### src/rtl/multi_port_load_queue_pkg.sv
// Shared load/store unit types: default sizes, pointer/count/mask
// typedefs and the load queue entry payload.
package LoadStoreUnitTypes;

    localparam int LQ_ENTRY_NUM        = 16;
    localparam int LQ_ALLOC_WIDTH      = 2;
    localparam int LQ_LOAD_WIDTH       = 2;
    localparam int LQ_STORE_WIDTH      = 1;
    localparam int LQ_RELEASE_WIDTH    = 2;
    localparam int LQ_BLOCK_ADDR_WIDTH = 28;
    localparam int LQ_WORD_NUM         = 4;
    localparam int LQ_PC_WIDTH         = 32;
    localparam bit LQ_SNOOP_EN         = 1'b1;

    localparam int LQ_IDX_W = $clog2(LQ_ENTRY_NUM);

    typedef logic [LQ_IDX_W-1:0]    lq_idx_t;
    typedef logic [LQ_IDX_W:0]      lq_ptr_t;
    typedef logic [LQ_IDX_W:0]      lq_count_t;
    typedef logic [LQ_WORD_NUM-1:0] lq_word_mask_t;

    typedef struct packed {
        logic [LQ_BLOCK_ADDR_WIDTH-1:0] blockAddr;
        lq_word_mask_t                  wordRE;
        logic                           regValid;
        logic [LQ_PC_WIDTH-1:0]         pc;
    } lq_entry_t;

endpackage

### src/rtl/lq_oldest_picker.sv
// Circular-range priority picker: grants the oldest requester in
// [headPtr, tailPtr), pointers carrying one wrap bit.
module lq_oldest_picker #(
    parameter int ENTRY_NUM = 16,
    localparam int IW = $clog2(ENTRY_NUM),
    localparam int PW = IW + 1
) (
    input  logic [PW-1:0]        headPtr,
    input  logic [PW-1:0]        tailPtr,
    input  logic [ENTRY_NUM-1:0] request,
    output logic [IW-1:0]        grantPtr,
    output logic                 picked
);

    logic [PW-1:0] len;
    logic [IW-1:0] idx;

    // Scan youngest to oldest so the last hit is the oldest one.
    always_comb begin
        len      = tailPtr - headPtr;
        grantPtr = '0;
        picked   = 1'b0;
        idx      = '0;
        for (int k = ENTRY_NUM - 1; k >= 0; k--) begin
            idx = headPtr[IW-1:0] + IW'(k);
            if (PW'(k) < len && request[idx]) begin
                grantPtr = idx;
                picked   = 1'b1;
            end
        end
    end

endmodule

### src/rtl/multi_port_load_queue.sv
// Multi-port load queue: circular allocation, store-load conflict
// detection per store lane and snoop-based load-load ordering check.
module multi_port_load_queue
    import LoadStoreUnitTypes::*;
#(
    parameter int ENTRY_NUM        = LQ_ENTRY_NUM,
    parameter int ALLOC_WIDTH      = LQ_ALLOC_WIDTH,
    parameter int LOAD_WIDTH       = LQ_LOAD_WIDTH,
    parameter int STORE_WIDTH      = LQ_STORE_WIDTH,
    parameter int RELEASE_WIDTH    = LQ_RELEASE_WIDTH,
    parameter int BLOCK_ADDR_WIDTH = LQ_BLOCK_ADDR_WIDTH,
    parameter int WORD_NUM         = LQ_WORD_NUM,
    parameter int PC_WIDTH         = LQ_PC_WIDTH,
    parameter bit SNOOP_EN         = LQ_SNOOP_EN,
    localparam int IW = $clog2(ENTRY_NUM),
    localparam int PW = IW + 1,
    localparam int RW = $clog2(RELEASE_WIDTH) + 1
) (
    input  logic                        clk,
    input  logic                        rst,
    input  logic [ALLOC_WIDTH-1:0]      allocReq,
    output logic [IW-1:0]               allocPtr [ALLOC_WIDTH],
    output logic                        allocatable,
    output logic [PW-1:0]               count,
    input  logic [RW-1:0]               releaseNum,
    output logic [IW-1:0]               headPtr,
    input  logic                        recoverValid,
    input  logic [PW-1:0]               recoverTailPtr,
    input  logic [LOAD_WIDTH-1:0]       ldValid,
    input  logic [IW-1:0]               ldPtr [LOAD_WIDTH],
    input  logic [BLOCK_ADDR_WIDTH-1:0] ldBlockAddr [LOAD_WIDTH],
    input  logic [WORD_NUM-1:0]         ldWordRE [LOAD_WIDTH],
    input  logic [LOAD_WIDTH-1:0]       ldRegValid,
    input  logic [PC_WIDTH-1:0]         ldPC [LOAD_WIDTH],
    input  logic [STORE_WIDTH-1:0]      stValid,
    input  logic [IW-1:0]               stLqPtr [STORE_WIDTH],
    input  logic [BLOCK_ADDR_WIDTH-1:0] stBlockAddr [STORE_WIDTH],
    input  logic [WORD_NUM-1:0]         stWordWE [STORE_WIDTH],
    input  logic                        snoopValid,
    input  logic [BLOCK_ADDR_WIDTH-1:0] snoopBlockAddr,
    output logic [STORE_WIDTH-1:0]      conflict,
    output logic [PC_WIDTH-1:0]         conflictPC [STORE_WIDTH],
    output logic                        llViolation,
    output logic [IW-1:0]               llPtr
);

    logic [PW-1:0]        head_q, head_d;
    logic [PW-1:0]        tail_q, tail_d;
    logic [PW-1:0]        allocNum;
    logic [ENTRY_NUM-1:0] finished_q, finished_d;
    logic [ENTRY_NUM-1:0] snooped_q, snooped_d;
    logic [ENTRY_NUM-1:0] inRange;
    logic [ENTRY_NUM-1:0] snoopHit;
    logic [IW-1:0]        off;
    lq_entry_t            entry_q [ENTRY_NUM];

    assign count       = tail_q - head_q;
    assign allocatable = count <= PW'(ENTRY_NUM - ALLOC_WIDTH);
    assign headPtr     = head_q[IW-1:0];

    always_comb begin
        allocNum = '0;
        for (int i = 0; i < ALLOC_WIDTH; i++) begin
            allocPtr[i] = tail_q[IW-1:0] + allocNum[IW-1:0];
            allocNum    = allocNum + PW'(allocReq[i]);
        end
    end

    assign head_d = head_q + PW'(releaseNum);
    assign tail_d = recoverValid ? recoverTailPtr : tail_q + allocNum;

    always_comb begin
        inRange  = '0;
        snoopHit = '0;
        off      = '0;
        for (int e = 0; e < ENTRY_NUM; e++) begin
            off         = IW'(e) - head_q[IW-1:0];
            inRange[e]  = {1'b0, off} < count;
            snoopHit[e] = SNOOP_EN && snoopValid && inRange[e]
                        && finished_q[e]
                        && entry_q[e].blockAddr == snoopBlockAddr
                        && IW'(e) != head_q[IW-1:0];
        end
    end

    // Snoop marks first, allocation clears, a load write has the last word.
    always_comb begin
        finished_d = finished_q;
        snooped_d  = snooped_q | snoopHit;
        if (!recoverValid) begin
            for (int i = 0; i < ALLOC_WIDTH; i++) begin
                if (allocReq[i]) begin
                    finished_d[allocPtr[i]] = 1'b0;
                    snooped_d[allocPtr[i]]  = 1'b0;
                end
            end
        end
        for (int l = 0; l < LOAD_WIDTH; l++) begin
            if (ldValid[l]) finished_d[ldPtr[l]] = 1'b1;
        end
    end

    always_ff @(posedge clk or negedge rst) begin
        if (!rst) begin
            head_q     <= '0;
            tail_q     <= '0;
            finished_q <= '0;
            snooped_q  <= '0;
        end else begin
            head_q     <= head_d;
            tail_q     <= tail_d;
            finished_q <= finished_d;
            snooped_q  <= snooped_d;
        end
    end

    always_ff @(posedge clk) begin
        for (int l = 0; l < LOAD_WIDTH; l++) begin
            if (ldValid[l]) begin
                entry_q[ldPtr[l]] <= '{blockAddr: ldBlockAddr[l],
                                       wordRE:    ldWordRE[l],
                                       regValid:  ldRegValid[l],
                                       pc:        ldPC[l]};
            end
        end
    end

    for (genvar s = 0; s < STORE_WIDTH; s++) begin : g_st
        logic [ENTRY_NUM-1:0] req;
        logic [PW-1:0]        stHead;
        logic [IW-1:0]        qPtr, stAge, ldAge, bestAge;
        logic                 qHit, ldHit;
        logic [PC_WIDTH-1:0]  ldHitPC;
        logic                 conflict_q;
        logic [PC_WIDTH-1:0]  conflictPC_q;

        always_comb begin
            req = '0;
            for (int e = 0; e < ENTRY_NUM; e++) begin
                req[e] = inRange[e] && finished_q[e]
                       && entry_q[e].regValid
                       && entry_q[e].blockAddr == stBlockAddr[s]
                       && |(entry_q[e].wordRE & stWordWE[s]);
            end
            stHead = {(stLqPtr[s] >= head_q[IW-1:0]) ? head_q[IW] : ~head_q[IW],
                      stLqPtr[s]};
        end

        lq_oldest_picker #(.ENTRY_NUM(ENTRY_NUM)) u_pick (
            .headPtr (stHead),
            .tailPtr (tail_q),
            .request (req),
            .grantPtr(qPtr),
            .picked  (qHit)
        );

        // Loads executing alongside the store are not in the queue yet.
        always_comb begin
            stAge   = stLqPtr[s] - head_q[IW-1:0];
            ldAge   = '0;
            bestAge = '1;
            ldHit   = 1'b0;
            ldHitPC = '0;
            for (int l = 0; l < LOAD_WIDTH; l++) begin
                ldAge = ldPtr[l] - head_q[IW-1:0];
                if (ldValid[l] && ldBlockAddr[l] == stBlockAddr[s]
                    && |(ldWordRE[l] & stWordWE[s]) && ldAge >= stAge
                    && (!ldHit || ldAge < bestAge)) begin
                    ldHit   = 1'b1;
                    bestAge = ldAge;
                    ldHitPC = ldPC[l];
                end
            end
        end

        always_ff @(posedge clk or negedge rst) begin
            if (!rst) begin
                conflict_q   <= 1'b0;
                conflictPC_q <= '0;
            end else begin
                conflict_q   <= stValid[s] && (qHit || ldHit);
                conflictPC_q <= !stValid[s] ? '0
                              : ldHit ? ldHitPC
                              : qHit ? entry_q[qPtr].pc : '0;
            end
        end

        assign conflict[s]   = conflict_q;
        assign conflictPC[s] = conflictPC_q;

`ifndef SYNTHESIS
        always_ff @(posedge clk) begin
            if (rst && stValid[s]) assert ({1'b0, stAge} <= count);
        end
`endif
    end

    if (SNOOP_EN) begin : g_snoop
        logic [IW-1:0] snPtr;
        logic          snHit;
        logic          llViolation_q;
        logic [IW-1:0] llPtr_q;

        lq_oldest_picker #(.ENTRY_NUM(ENTRY_NUM)) u_pick (
            .headPtr (head_q),
            .tailPtr (tail_q),
            .request (snoopHit & ~snooped_q),
            .grantPtr(snPtr),
            .picked  (snHit)
        );

        always_ff @(posedge clk or negedge rst) begin
            if (!rst) begin
                llViolation_q <= 1'b0;
                llPtr_q       <= '0;
            end else begin
                llViolation_q <= snHit;
                llPtr_q       <= snHit ? snPtr : '0;
            end
        end

        assign llViolation = llViolation_q;
        assign llPtr       = llPtr_q;
    end else begin : g_no_snoop
        assign llViolation = 1'b0;
        assign llPtr       = '0;
    end

`ifndef SYNTHESIS
    always_ff @(posedge clk) begin
        if (rst) begin
            assert (PW'(releaseNum) <= count);
            assert (!(|allocReq && !recoverValid && count == PW'(ENTRY_NUM)));
        end
    end
`endif

endmodule

### config.mk
export PLATFORM = sky130hd
export DESIGN_NAME = multi_port_load_queue
export DESIGN_NICKNAME = d
export VERILOG_FILES = /design/src/rtl/multi_port_load_queue_pkg.sv /design/src/rtl/lq_oldest_picker.sv /design/src/rtl/multi_port_load_queue.sv
export SDC_FILE = /design/constraint.sdc
export NUM_CORES = 2
export LEC_CHECK = 0
export BUFFER_PORTS_ARGS = -buffer_cell sky130_fd_sc_hd__buf_2
export CELL_PAD_IN_SITES_DETAIL_PLACEMENT = 2
export CELL_PAD_IN_SITES_GLOBAL_PLACEMENT = 2
export CORE_UTILIZATION = 25
export DETAILED_ROUTE_END_ITERATION = 16
export GPL_ROUTABILITY_DRIVEN = 0
export GPL_TIMING_DRIVEN = 0
export PLACE_DENSITY_LB_ADDON = 0.15
export SETUP_SLACK_MARGIN = 0.3
export SYNTH_ARGS = -nofsm -noshare
export SYNTH_HDL_FRONTEND = slang
export SYNTH_HIERARCHICAL = 1
export SYNTH_SLANG_ARGS = --single-unit
### constraint.sdc
create_clock -name clk -period 17.92 [get_ports clk]
set_clock_uncertainty 0.05 [all_clocks]
set_input_delay 2.688 -clock clk [delete_from_list [all_inputs] [get_ports clk]]
set_output_delay 2.688 -clock clk [all_outputs]
set_load 0.01 [all_outputs]
==> reports/qor.yml <==
vias: 51400
worst_slew_pin_slew_ps: 1620
violations: "design-rule violations, max-capacitance violations, max-slew violations"
cts_resized: 0
startpoint_type: "register"
drtPass1Iterations: 12
hpwlAfterDp_um: 286000
min_path_cells: 2
cts_setup_buffers: 0
cts_buffer_depth: 4
setup_tns_ps: 0
grt-ovfl-total: 0
whs_ps: 461
worstRegToRegCells: 25
r2r_slack_ps: 5630
cts_sinks: 1120
outcome: "finished, violations left"
place_area_um2: 77800
reg2reg_from: "head_q[1]"
grt_pass1_wl_um: 492000
fp.coreArea_um2: 279000
path_max_fanout: 16
root_buffer: "clkbuf_16"
synthesis.nets: 5609
vdd_ir_drop_max_v: 0.0000756
drtIter0Drc: 5911
cts_tree: "yes"
fmax_mhz: 81.4
fin_nets: 6054
synth_ff_type: "edfxtp_1"
min_period_over_period_pct: 68.6
start_util_pct: 25.1
die_h_um: 532
die_w_um: 532
syn_area_um2: 70100
final.min_clock_period_ps: 12290
rr_endpoint: "conflictPC[21]"
synth_cells: 5295
worstHoldEndpoint: "snooped_q[2]"
fin_util_pct: 29.6
stdcell_area_um2: 82500
ys_warn_count: 6
die_area_um2: 283000
worstPathRequired_ps: 18570
ys_ff_latch: 1120
p_leak_nw: 27.5
cap_violations: 13
clk_pin_slew_ps: 60
setup_viol: 0
clk_latency_ps: 840
pin_count: 274
antenna_found_initial: 66
finalWirelength_um: 374000
io_buffers: 212
worstHoldPathType: "register to register"
p_per_area_nw_per_um2: 122
synthDistinctLibCells: 84
grtUsageTotal_pct: 25.6
vias_per_cell: 5.36
ys_async_sr_fraction_pct: 7.14
power.total_mw: 10.1
worstPathArrival_ps: 12940
max_slew_margin_pct: -7.97
worstSetupPathType: "register to register"
syn_area_per_cell_um2: 13.2
drc_errors: 3
synth_edf_count: 1040
numCtsBuffers: 151
rows: 194
rsz0062_at_grt: "no"
drive_gt1_share_pct: 33.5
grt_max_degree: 43
h-tree-depth: 4
cts_hold_buffers: 0
timing_max_transition_violations_final: 108
final-hold-violation-count: 0
hp-start: "snooped_q[2]"
ys_seq_area_share_pct: 47.4
area_delta_synth_final_pct: 17.6
grt_pass1_vias: 51900
wl_per_cell_um: 39.0
end_kind: "register"
drtAntennaViolNets: 0
## worst max path at each step
stage / from / endpoint / slack (ps) / cells past startpoint
finish: head_q[1] / conflictPC[21] / 5630 / 25
global route: head_q[1] / conflictPC[11] / 5490 / 25
CTS: head_q[1] / conflictPC[21] / 5670 / 25
detailed placement: stBlockAddr[1] / conflictPC[5] / 5320 / 21
global placement: ldValid[0] / entry_q[8][53] / 580 / 4
floorplan: stBlockAddr[1] / conflictPC[11] / 9500 / 20
## sequential cells by signal, indices dropped and copies added (netlist names)
| signal | count |
|---|---|
| tail_q | 5 |
| finished_q | 16 |
| llPtr | 4 |
| head_q | 5 |
| snooped_q | 16 |
| conflictPC | 32 |
| entry_q | 1040 |
| conflict | 1 |
| llViolation | 1 |
## area by class of cell
class | instances | area [um^2]
fillers | 29600 | 197000
multi-input cells | 3618 | 34700
flip-flops and latches | 1120 | 33200
well taps | 3724 | 4660
clock buffers | 193 | 4110
repair buffers | 292 | 2730
plain buffers | 468 | 2070
clock inverters | 71 | 581
inverters | 89 | 334
diodes | 12 | 30.0
## synth_stat cells, types with 11 or more instances
| cell type | instances | area share [%] |
|---|---|---|
| a21o_1 | 24 | 0.26 |
| nor3_1 | 67 | 0.48 |
| mux2i_1 | 38 | 0.54 |
| nand3b_1 | 12 | 0.13 |
| o21ai_0 | 70 | 0.50 |
| nand3_1 | 44 | 0.31 |
| clkbuf_1 | 289 | 1.5 |
| a22oi_1 | 16 | 0.17 |
| buf_4 | 14 | 0.15 |
| a22o_1 | 16 | 0.20 |
| ha_1 | 88 | 1.6 |
| o221ai_1 | 11 | 0.14 |
| dfrtp_1 | 80 | 2.9 |
| nand2_1 | 81 | 0.43 |
| xnor2_1 | 363 | 4.5 |
| inv_1 | 87 | 0.47 |
| o22ai_2 | 13 | 0.23 |
| buf_6 | 15 | 0.24 |
| a221oi_1 | 20 | 0.25 |
| buf_1 | 70 | 0.37 |
| o211ai_1 | 11 | 0.12 |
| o31ai_1 | 12 | 0.13 |
| buf_2 | 78 | 0.56 |
| mux4_1 | 14 | 0.52 |
| edfxtp_1 | 1040 | 45 |
| nor4_1 | 156 | 1.4 |
| a21oi_1 | 90 | 0.64 |
| o22ai_1 | 36 | 0.32 |
| mux2_2 | 1052 | 17 |
| mux4_2 | 198 | 6.4 |
| xor2_1 | 644 | 8.0 |
| nand4_1 | 141 | 1.3 |
| nor2_1 | 135 | 0.72 |
| or3_1 | 16 | 0.14 |
| a31oi_1 | 41 | 0.37 |
| nor2_2 | 12 | 0.11 |
| nand2b_1 | 27 | 0.24 |
| and3_1 | 14 | 0.12 |
## routing by layer
metal | share of wire (%) | track usage, % | vias up | wire, um
met4 | 3.4 | 7.52 | 48 | 12600
met2 | 44 | 39.3 | 2289 | 164000
met1 | 45 | 35.8 | 27600 | 167000
met3 | 8.2 | 5.82 | 474 | 30500
li1 | - | - | 21000 | -
met5 | 0.082 | 0 | - | 305
## logic make-up (layout without fill, tap and decap cells)
logic type	Yosys count	after routing	share of synthesized area [%]
muxes	1306	1306	24.4
DFF	1120	1120	47.4
xor gates and xnor gates	1009	1009	12.6
and+or+nand+nor	751	751	5.83
buffers and inverters	557	1113	3.40
AOI/OAI and AO/OA	454	454	4.52
adders and majority gates	98	98	1.83
other	0	12	0
## critical path, cell delays in order (launching register included)
cell and delay [ps]:
dfrtp_1 1050, inv_1 720, ha_1 500, a21o_1 110, a21oi_1 70, xnor2_1 600, inv_1 530, ha_1 440
inv_1 60, a21oi_1 50, o21ai_0 1140, nor3_1 550, mux4_2 660, mux2_2 310, nor2b_1 130, o21ai_1 680
o311ai_0 260, a211oi_1 340, o221ai_1 210, a41oi_1 470, clkbuf_1 960, clkbuf_1 890, mux4_2 430, mux4_2 470
a31oi_1 250, nor2_1 150
## through the flow
| stage | worst slack, ps | cells |
|---|---|---|
| 2_1_floorplan | 9500 | 5295 |
| 3_3_place_gp | 576 | 9231 |
| 3_5_place_dp | 5320 | 9311 |
| 4_1_cts | 5670 | 9575 |
| 5_1_grt | 5490 | 9577 |
| 6_report | 5630 | 9587 |
## report_power, final
part           switching, mW  leakage, nW  total (mW)  internal (mW)
clock network           1.31         2.30        3.02           1.71
logic                   2.47         14.8        3.84           1.37
registers              0.165         10.4        3.20           3.04
total                   3.95         27.5        10.1           6.11
## layout by cell type (no fill, tap or decap), drive strengths merged, types with 20 or more instances in the layout
cell / synthesis / layout
a221oi: 20 / 20
nand2: 81 / 81
nand2b: 27 / 27
o21ai: 73 / 73
nand3: 44 / 44
a31oi: 41 / 41
clkinv: 2 / 53
mux2: 1056 / 1056
xor2: 646 / 646
nand4: 141 / 141
nor4: 156 / 156
mux4: 212 / 212
o22ai: 49 / 49
ha: 88 / 88
inv: 87 / 93
dfrtp: 80 / 80
clkbuf: 289 / 482
xnor2: 363 / 363
mux2i: 38 / 38
a21o: 24 / 24
nor3: 69 / 69
edfxtp: 1040 / 1040
nor2: 147 / 147
a21oi: 94 / 94
buf: 179 / 471
No activity file was read; power rests on OpenSTA's default activity.
